$ cat src/rtl/kb_scan_ctrl_pkg.sv
// Shared types and constants for the 4x4 keypad scan controller.
// Holds the FSM state enum, matrix geometry and the column priority helper.
package kb_pkg;

    localparam int KB_ROWS   = 4;
    localparam int KB_COLS   = 4;
    localparam int KB_CODE_W = 4;
    localparam int KB_COL_W  = $clog2(KB_COLS);

    localparam logic [KB_COLS-1:0] COL_IDLE = 4'hF;

    typedef enum logic [1:0] {
        SCAN,
        DEBOUNCE,
        HOLD
    } kb_state_t;

    // Lowest-index low column wins when several are pressed.
    function automatic logic [KB_COL_W-1:0] col_pick(input logic [KB_COLS-1:0] col);
        col_pick = '0;
        for (int i = KB_COLS - 1; i >= 0; i--) begin
            if (!col[i]) col_pick = KB_COL_W'(i);
        end
    endfunction

endpackage

$ cat src/rtl/kb_scan_ctrl_tick_gen.sv
// Scan tick divider: one-cycle tick every SCAN_DIV clocks.
// Counter starts at zero, so the first tick lands SCAN_DIV cycles after reset.
module kb_tick_gen #(
    parameter int SCAN_DIV = 50000
) (
    input  logic clk,
    input  logic rst_n,
    output logic tick
);

    localparam int CW = $clog2(SCAN_DIV);
    localparam logic [CW-1:0] LAST = CW'(SCAN_DIV - 1);

    logic [CW-1:0] cnt;

    always_ff @(posedge clk or negedge rst_n) begin
        if (!rst_n) begin
            cnt <= '0;
        end else if (cnt == LAST) begin
            cnt <= '0;
        end else begin
            cnt <= cnt + 1'b1;
        end
    end

    assign tick = (cnt == LAST);

endmodule

$ cat src/rtl/kb_scan_ctrl.sv
// 4x4 keypad scanner with press/release debounce and a one-cycle key strobe.
// Optional auto-repeat while held: define KB_AUTOREPEAT_EN.
module kb_scan_ctrl
    import kb_pkg::*;
#(
    parameter int SCAN_DIV     = 50000,
    parameter int DEBOUNCE_CNT = 4,
    parameter int REPEAT_DELAY = 64,
    parameter int REPEAT_RATE  = 16
) (
    input  logic                 clk,
    input  logic                 rst_n,
    input  logic [KB_COLS-1:0]   K_COL,
    output logic [KB_ROWS-1:0]   K_ROW,
    output logic [KB_CODE_W-1:0] key_code,
    output logic                 key_valid,
    output logic                 key_held
);

    localparam int RW = $clog2(KB_ROWS);
    localparam int NW = $clog2(DEBOUNCE_CNT + 1);
    localparam logic [NW-1:0] DEB_LAST = NW'(DEBOUNCE_CNT);
    localparam logic [NW-1:0] DEB_ONE  = NW'(1);

    if (SCAN_DIV < 2) begin : g_bad_div
        $error("kb_scan_ctrl: SCAN_DIV must be >= 2");
    end
    if (DEBOUNCE_CNT < 1) begin : g_bad_deb
        $error("kb_scan_ctrl: DEBOUNCE_CNT must be >= 1");
    end
    if (REPEAT_DELAY < 1 || REPEAT_RATE < 1) begin : g_bad_rpt
        $error("kb_scan_ctrl: repeat periods must be >= 1");
    end

    kb_state_t           state;
    logic [RW-1:0]       row;
    logic [KB_COL_W-1:0] col;
    logic [KB_COL_W-1:0] pick;
    logic [NW-1:0]       cnt;
    logic [NW-1:0]       cnt_inc;
    logic [KB_COLS-1:0]  col_m;
    logic [KB_COLS-1:0]  col_s;
    logic                tick;

`ifdef KB_AUTOREPEAT_EN
    localparam int RPT_MAX = (REPEAT_DELAY > REPEAT_RATE) ? REPEAT_DELAY : REPEAT_RATE;
    localparam int PW = $clog2(RPT_MAX + 1);
    localparam logic [PW-1:0] RPT_FIRST = PW'(REPEAT_DELAY);
    localparam logic [PW-1:0] RPT_NEXT  = PW'(REPEAT_RATE);

    logic [PW-1:0] rpt;
    logic [PW-1:0] rpt_inc;
    logic          rpt_armed;

    assign rpt_inc = rpt + 1'b1;
`endif

    kb_tick_gen #(
        .SCAN_DIV(SCAN_DIV)
    ) u_tick (
        .clk  (clk),
        .rst_n(rst_n),
        .tick (tick)
    );

    always_ff @(posedge clk or negedge rst_n) begin
        if (!rst_n) begin
            col_m <= COL_IDLE;
            col_s <= COL_IDLE;
        end else begin
            col_m <= K_COL;
            col_s <= col_m;
        end
    end

    assign pick    = col_pick(col_s);
    assign cnt_inc = cnt + 1'b1;
    assign K_ROW   = ~(4'b0001 << row);

    always_ff @(posedge clk or negedge rst_n) begin
        if (!rst_n) begin
            state     <= SCAN;
            row       <= '0;
            col       <= '0;
            cnt       <= '0;
            key_code  <= '0;
            key_valid <= 1'b0;
            key_held  <= 1'b0;
`ifdef KB_AUTOREPEAT_EN
            rpt       <= '0;
            rpt_armed <= 1'b0;
`endif
        end else begin
            key_valid <= 1'b0;
            if (tick) begin
                unique case (state)
                    SCAN: begin
                        if (col_s == COL_IDLE) begin
                            row <= row + 1'b1;
                        end else begin
                            col <= pick;
                            if (DEB_LAST == DEB_ONE) begin
                                key_code  <= {row, pick};
                                key_valid <= 1'b1;
                                key_held  <= 1'b1;
                                cnt       <= '0;
                                state     <= HOLD;
                            end else begin
                                cnt   <= DEB_ONE;
                                state <= DEBOUNCE;
                            end
                        end
                    end
                    DEBOUNCE: begin
                        if (!col_s[col]) begin
                            if (cnt_inc == DEB_LAST) begin
                                key_code  <= {row, col};
                                key_valid <= 1'b1;
                                key_held  <= 1'b1;
                                cnt       <= '0;
                                state     <= HOLD;
                            end else begin
                                cnt <= cnt_inc;
                            end
                        end else begin
                            cnt   <= '0;
                            row   <= row + 1'b1;
                            state <= SCAN;
                        end
                    end
                    HOLD: begin
                        // Only the latched column matters; others are ignored.
                        if (col_s[col]) begin
                            if (cnt_inc == DEB_LAST) begin
                                key_held  <= 1'b0;
                                cnt       <= '0;
                                row       <= row + 1'b1;
                                state     <= SCAN;
`ifdef KB_AUTOREPEAT_EN
                                rpt       <= '0;
                                rpt_armed <= 1'b0;
`endif
                            end else begin
                                cnt <= cnt_inc;
                            end
                        end else begin
                            cnt <= '0;
`ifdef KB_AUTOREPEAT_EN
                            if (rpt_inc == (rpt_armed ? RPT_NEXT : RPT_FIRST)) begin
                                key_valid <= 1'b1;
                                rpt       <= '0;
                                rpt_armed <= 1'b1;
                            end else begin
                                rpt <= rpt_inc;
                            end
`endif
                        end
                    end
                    default: begin
                        state <= SCAN;
                    end
                endcase
            end
        end
    end

endmodule

$ cat config.mk
export PLATFORM = sky130hd
export DESIGN_NAME = kb_scan_ctrl
export DESIGN_NICKNAME = d
export VERILOG_FILES = /design/src/rtl/kb_scan_ctrl_pkg.sv /design/src/rtl/kb_scan_ctrl_tick_gen.sv /design/src/rtl/kb_scan_ctrl.sv
export SDC_FILE = /design/constraint.sdc
export NUM_CORES = 1
export LEC_CHECK = 0
export ABC_AREA = 1
export ABC_CLOCK_PERIOD_IN_PS = 2900
export CORE_MARGIN = 2
export CORE_UTILIZATION = 45
export CTS_CLUSTER_DIAMETER = 150
export CTS_CLUSTER_SIZE = 28
export DETAILED_ROUTE_END_ITERATION = 6
export PLACE_DENSITY = 0.67
export SLEW_MARGIN = 40
export SYNTH_ARGS = -nofsm -noshare
export SYNTH_HDL_FRONTEND = slang
export SYNTH_HIERARCHICAL = 1
export SYNTH_SLANG_ARGS = --single-unit
$ cat constraint.sdc
create_clock -name clk -period 2.9 [get_ports clk]
set_input_delay 0.29 -clock clk [delete_from_list [all_inputs] [get_ports clk]]
set_output_delay 0.29 -clock clk [all_outputs]
set_load 0.01 [all_outputs]
== Word-level counts from Yosys, hierarchy flattened ==
Index checks and enable logic that the tools add are counted.

* Word-level logic and storage cells: 72
* Latch bits: 0
* Input port bits: 6
* Memory bits (writable): 0
* Memories kept: 0
* Bits in read-only memories: 0
* Flip-flop bits (word level): 39
* Output and inout bits: 10

* Reductions and logical operators: 9
* Divide/modulo/power cells: 0
* Bitwise logic cells: 3
* Multiply operators: 0
* Equality and inequality tests: 13
* Multiplexer cells: 32
* Order comparisons: 1
* Shift-type cells: 1
* Add/subtract/negate cells: 3

{| class="wikitable"
|+ Operators with widths
! kind !! count
|-
| 2-to-1 mux 2 bit || 13
|-
| adder 16 x 1 -> 16 bit (second input constant) || 1
|-
| equality test 16 bit (second input constant) || 1
|-
| 2-to-1 mux 16 bit || 1
|-
| != test 2 bit (second input constant) || 7
|-
| 2-to-1 mux 3 bit || 4
|-
| one-hot mux 2 bit (3 select lines) || 2
|-
| AND reduction 6 bit || 2
|-
| 2-to-1 mux 1 bit || 9
|-
| one-hot mux 3 bit (3 select lines) || 1
|-
| AND reduction 3 bit || 2
|-
| AND reduction 5 bit || 1
|-
| equality test 4 bit (second input constant) || 1
|-
| inverter 4 bit || 1
|-
| AND reduction 4 bit || 1
|-
| << shifter 1 x 2 -> 4 bit (first input constant) || 1
|-
| adder 3 x 1 -> 3 bit (second input constant) || 1
|-
| equality test 3 bit (second input constant) || 1
|-
| less-than comparator 2 x 3 -> 1 bit (second input constant) || 1
|-
| != test 3 bit (second input constant) || 1
|-
| nonzero test 3 bit || 1
|-
| adder 2 x 1 -> 2 bit (second input constant) || 1
|-
| binary-select mux 1 bit (select 2 bit) || 1
|-
| equality test 2 x 1 -> 1 bit (second input constant) || 1
|-
| 5 further kinds || 6
|}

== Depth between registers and ports, before layout ==
* Depth after elaboration: 6
* Gate-level depth with buffers: 13

== By module ==
The synthesis kept the hierarchy.

{| class="wikitable"
|+ By module, submodules not included
! module !! instances !! cells each !! area each (µm²) !! seq. area each (µm²)
|-
| kb_scan_ctrl || 1 || 132 || 1158.6 || 585.6
|-
| kb_tick_gen || 1 || 121 || 888.4 || 400.4
|}

== Least setup slack after synthesis ==
Ideal clock, no wire load.

* Kind: reg-to-reg
* Start: register u_tick.cnt[0]
* End: register row[0]
* Data required time: 2.783 ns
* Setup slack: 1.209 ns
* Period minus slack after synthesis: 1.691 ns
* Setup time: 0.117 ns
* Stages on the path, launching flop included: 13
* Data arrival time: 1.574 ns
* Cells stage by stage: dfrtp_1 ha_1 nand3_2 nor2_1 nand2_2 inv_2 inv_1 nor2_1 nand2_1 nor2_1 nand3_1 nand2_1 nand2_1

* Cells in the longest elaborated chain, start to end: 2

{| class="wikitable"
|+ RTL lines
! item !! line !! RTL
|-
| start: declaration || kb_scan_ctrl_tick_gen.sv:14 || <nowiki>logic [CW-1:0] cnt;</nowiki>
|-
| start signal: assignment || kb_scan_ctrl_tick_gen.sv:22 || <nowiki>cnt <= cnt + 1'b1;</nowiki>
|-
| equality test 16 bit || kb_scan_ctrl_tick_gen.sv:26 || <nowiki>assign tick = (cnt == LAST);</nowiki>
|-
| named net tick || kb_scan_ctrl.sv:43 || <nowiki>logic tick;</nowiki>
|-
| AND reduction 6 bit (no source line) || -- ||
|-
| end signal: assignment || kb_scan_ctrl.sv:99 || <nowiki>row <= row + 1'b1;</nowiki>
|-
| end signal: assignment || kb_scan_ctrl.sv:127 || <nowiki>row <= row + 1'b1;</nowiki>
|-
| end signal: assignment || kb_scan_ctrl.sv:137 || <nowiki>row <= row + 1'b1;</nowiki>
|-
| end: declaration || kb_scan_ctrl.sv:36 || <nowiki>logic [RW-1:0] row;</nowiki>
|}

The timed path passes the listed nets, and every way through them passes these cells.
A chain may end at the register's enable or synchronous reset.

== Worst setup path after layout ==
* Start: register u_tick.cnt[0]
* End: register key_held

* Cells in the longest elaborated chain, start to end: 2

{| class="wikitable"
|+ RTL lines
! item !! line !! RTL
|-
| equality test 16 bit || kb_scan_ctrl_tick_gen.sv:26 ||
|-
| named net tick || kb_scan_ctrl.sv:43 ||
|-
| AND reduction 6 bit (no source line) || -- ||
|-
| end signal: assignment || kb_scan_ctrl.sv:88 || <nowiki>key_held <= 1'b0;</nowiki>
|-
| end signal: assignment || kb_scan_ctrl.sv:105 || <nowiki>key_held <= 1'b1;</nowiki>
|-
| end signal: assignment || kb_scan_ctrl.sv:119 || <nowiki>key_held <= 1'b1;</nowiki>
|-
| end: declaration || kb_scan_ctrl.sv:17 || <nowiki>output logic key_held</nowiki>
|}

The timed path passes the listed nets, and every way through them passes these cells.

==> flow_summary.json <==
{
  "status": "finished, final reports clean",
  "finClkSkew_ns": 0.004902,
  "initial_utilization": 0.4701,
  "cts_buffers": 5,
  "max_slew_margin": 0.6851,
  "critPathMaxStageDelay_ns": 0.40,
  "cts_sinks": 39,
  "synth_cells": 253,
  "setup-tns-final_ns": 0,
  "finalMaxSlewViolations": 0,
  "rsz0062_at_grt": "no",
  "place_hpwl_um": 2575,
  "worstPathMaxFanout": 10,
  "post_layout_nonfiller_instances": 328,
  "drt_iter0_markers": 85,
  "drive_gt1_frac": 0.1196,
  "area_delta_synth_final_pct": 15.83,
  "fp.coreArea_um2": 4354,
  "vdd_ir_drop_max_mv": 0.3354,
  "port_buffers": 15,
  "path_cells": "ha_1 -> nand3_2 -> nor2_1 -> nand2_2 -> inv_2 -> inv_1 -> nor2_1 -> nor2b_4 -> nand2_1 -> nand2_1",
  "cts_max_path_buffers": 2,
  "grt_pass1_wl_um": 6210,
  "die_height_um": 71.45,
  "crit_family": "simple AND/OR/NAND/NOR gates",
  "cts_resized": 0,
  "path_clk_slew_ns": 0.07,
  "rows": 24,
  "insertion_delay_ns": 0.29,
  "yosys_register_bits": 39,
  "io_pins": 16,
  "critPathRequiredTime_ns": 3.13,
  "fmax_ghz": 0.5216,
  "hold_depth": 0,
  "antenna_found_initial": 0,
  "htreeDepth": 2,
  "min_from": "col_m[2]",
  "r2r_cells": 10,
  "diodes": 0,
  "worstPathArrival_ns": 2.15,
  "worst_slew_pin_slew_ns": 0.4724,
  "pwr_density_cell_nw_per_um2": 432.8,
  "place_inst": 319,
  "vias_per_cell": 4.698,
  "worstHoldPathType": "reg -> reg",
  "hold_violations": 0,
  "grt_pass1_vias": 1470,
  "crit_type": "reg -> reg",
  "antenna_left": 0,
  "avgSynthCellArea_um2": 8.091,
  "worst-path-buf-inv": 2,
  "hold_end": "col_s[2]",
  "worst_r2r_endpoint": "key_held",
  "fin_crit_ns": 1.917,
  "r2r_slack_ns": 0.98,
  "worstSetupEndpointType": "flip-flop",
  "fp.dieW_um": 71.45,
  "ys_types": 26,
  "cp-start-kind": "flip-flop",
  "cts_tree": "done",
  "grt_max_degree": 40,
  "cp_slowest_cell": "dfrtp_1",
  "rr_startpoint": "u_tick/cnt[0]",
  "place.gp.congestion": 0.8034,
  "num_vias": 1541,
  "fin_crit_sh": 0.6611,
  "ys_seq_area_frac": 0.4817,
  "layout.nets": 292,
  "syn_nets": 270,
  "setup_violations": 0,
  "leakagePower_nw": 1.208,
  "dr.pass1.iters": 4,
  "cts_root_buf": "clkbuf_8",
  "grt.overflow.total": 0,
  "drcViolationCount": 0,
  "maxCapViolations": 0,
  "drt-total-wl_um": 3403,
  "synth_warnings": 6,
  "track_usage": 0.1555,
  "wire_per_inst_um": 10.38,
  "die_area_um2": 5104,
  "syn_area_um2": 2047
}
cell usage in the layout, fill, tap and decap left out, drive strengths merged, types with 2 or more instances in the layout:
master         synthesis  layout
clkbuf                 0       5
o21ai                 10      10
inv                   44      44
clkdlybuf4s50          0      14
nor3                   3       3
xor2                   5       5
nand4                  6       6
clkinv                 0       2
nand2                 76      76
nand3b                 2       2
ha                    11      11
nor2                  33      33
dfrtp                 31      31
dfstp                  8       8
nand3                 18      18
cells by family (layout without fill, tap and decap cells):
group	count (synthesis)	count (layout)	synth area share
adders and majority gates	11	11	0.06724
AOI/OAI and AO/OA	13	13	0.03545
buffers and inverters	45	68	0.08619
xor gates and xnor gates	5	5	0.02139
DFF	39	39	0.4817
and+or+nand+nor	140	140	0.3081
how the worst max path moves through the flow:
stage / start / end / cells after the start
final: u_tick/cnt[0] / key_held / 10
after global routing: u_tick/cnt[0] / row[0] / 12
after CTS: u_tick/cnt[0] / row[1] / 12
after detailed placement: u_tick/cnt[0] / key_code[1] / 9
after global placement: u_tick/cnt[0] / key_held / 10
after floorplan: u_tick/cnt[0] / row[0] / 12
power by group:
group | switching, mW | internal (mW) | total [mW]
Sequential | 0.00332 | 0.554 | 0.557
Clock | 0.191 | 0.256 | 0.447
Combinational | 0.0141 | 0.00830 | 0.0224
Total | 0.208 | 0.818 | 1.03
worst reg2reg max path, stage by stage (launching register included):
cell and delay, ns:
dfrtp_1 0.40, ha_1 0.22, nand3_2 0.15, nor2_1 0.16, nand2_2 0.12, inv_2 0.13, inv_1 0.08, nor2_1 0.14
nor2b_4 0.29, nand2_1 0.11, nand2_1 0.08
state kept, by name (all words and copies together), names as in the netlist:
register    cells
key_valid       1
key_held        1
u_tick/cnt     16
cnt             3
key_code        4
col_s           4
row             2
col_m           4
state           2
col             2
timing repair:
item                                   CTS  global route
setup buffers                            0             0
hold buffers                             1             0
endpoints found under the hold margin   31             0
cell type report:
cell class	instances	area (µm²)
sequential	39	985.9
multi-input combinational	169	884.6
tap	52	65.06
inverter	44	165.2
timing repair buffer	16	157.7
clock buffer	5	68.82
clock inverter	3	43.79
fill	391	1983
synthesized netlist by cell type (all sizes together):
cell type	instances	area share
nand3	18	0.049
or2	1	0.0031
inv	44	0.081
nand3b	2	0.0073
buf	1	0.0055
nand2	76	0.15
nor3	3	0.013
xor2	5	0.021
o21ai	10	0.026
nor2b	1	0.0067
a21boi	1	0.0037
a21oi	1	0.0024
dfrtp	31	0.38
ha	11	0.067
nor2	33	0.063
a31oi	1	0.0031
nand4	6	0.018
dfstp	8	0.10
per-layer routing:
metal / vias to the layer above / wire length (µm) / GRT usage
met4: 0 / 70 / 0.06918
met5: - / 0 / 0
met2: 24 / 1559 / 0.2449
li1: 814 / - / -
met3: 6 / 148 / 0.04360
met1: 697 / 1626 / 0.2005
stage by stage:
| stage | setup slack [ns] | cell area [µm²] | util | power, mW | hold slack (ns) |
|---|---|---|---|---|---|
| floorplan | 1.209 | 2047 | - | 0.5711 | -0.005591 |
| global placement | 1.091 | 2246 | 0.5158 | 0.5886 | 0.3455 |
| detailed placement | 0.9914 | 2248 | 0.5164 | 0.5901 | 0.2904 |
| CTS | 0.9773 | 2371 | 0.5445 | 1.041 | 0.3584 |
| global route | 0.7571 | 2371 | 0.5445 | 1.068 | 0.3589 |
| finish | 0.9829 | 2371 | 0.5445 | 1.026 | 0.3583 |
(Power assumes the default switching activity.)
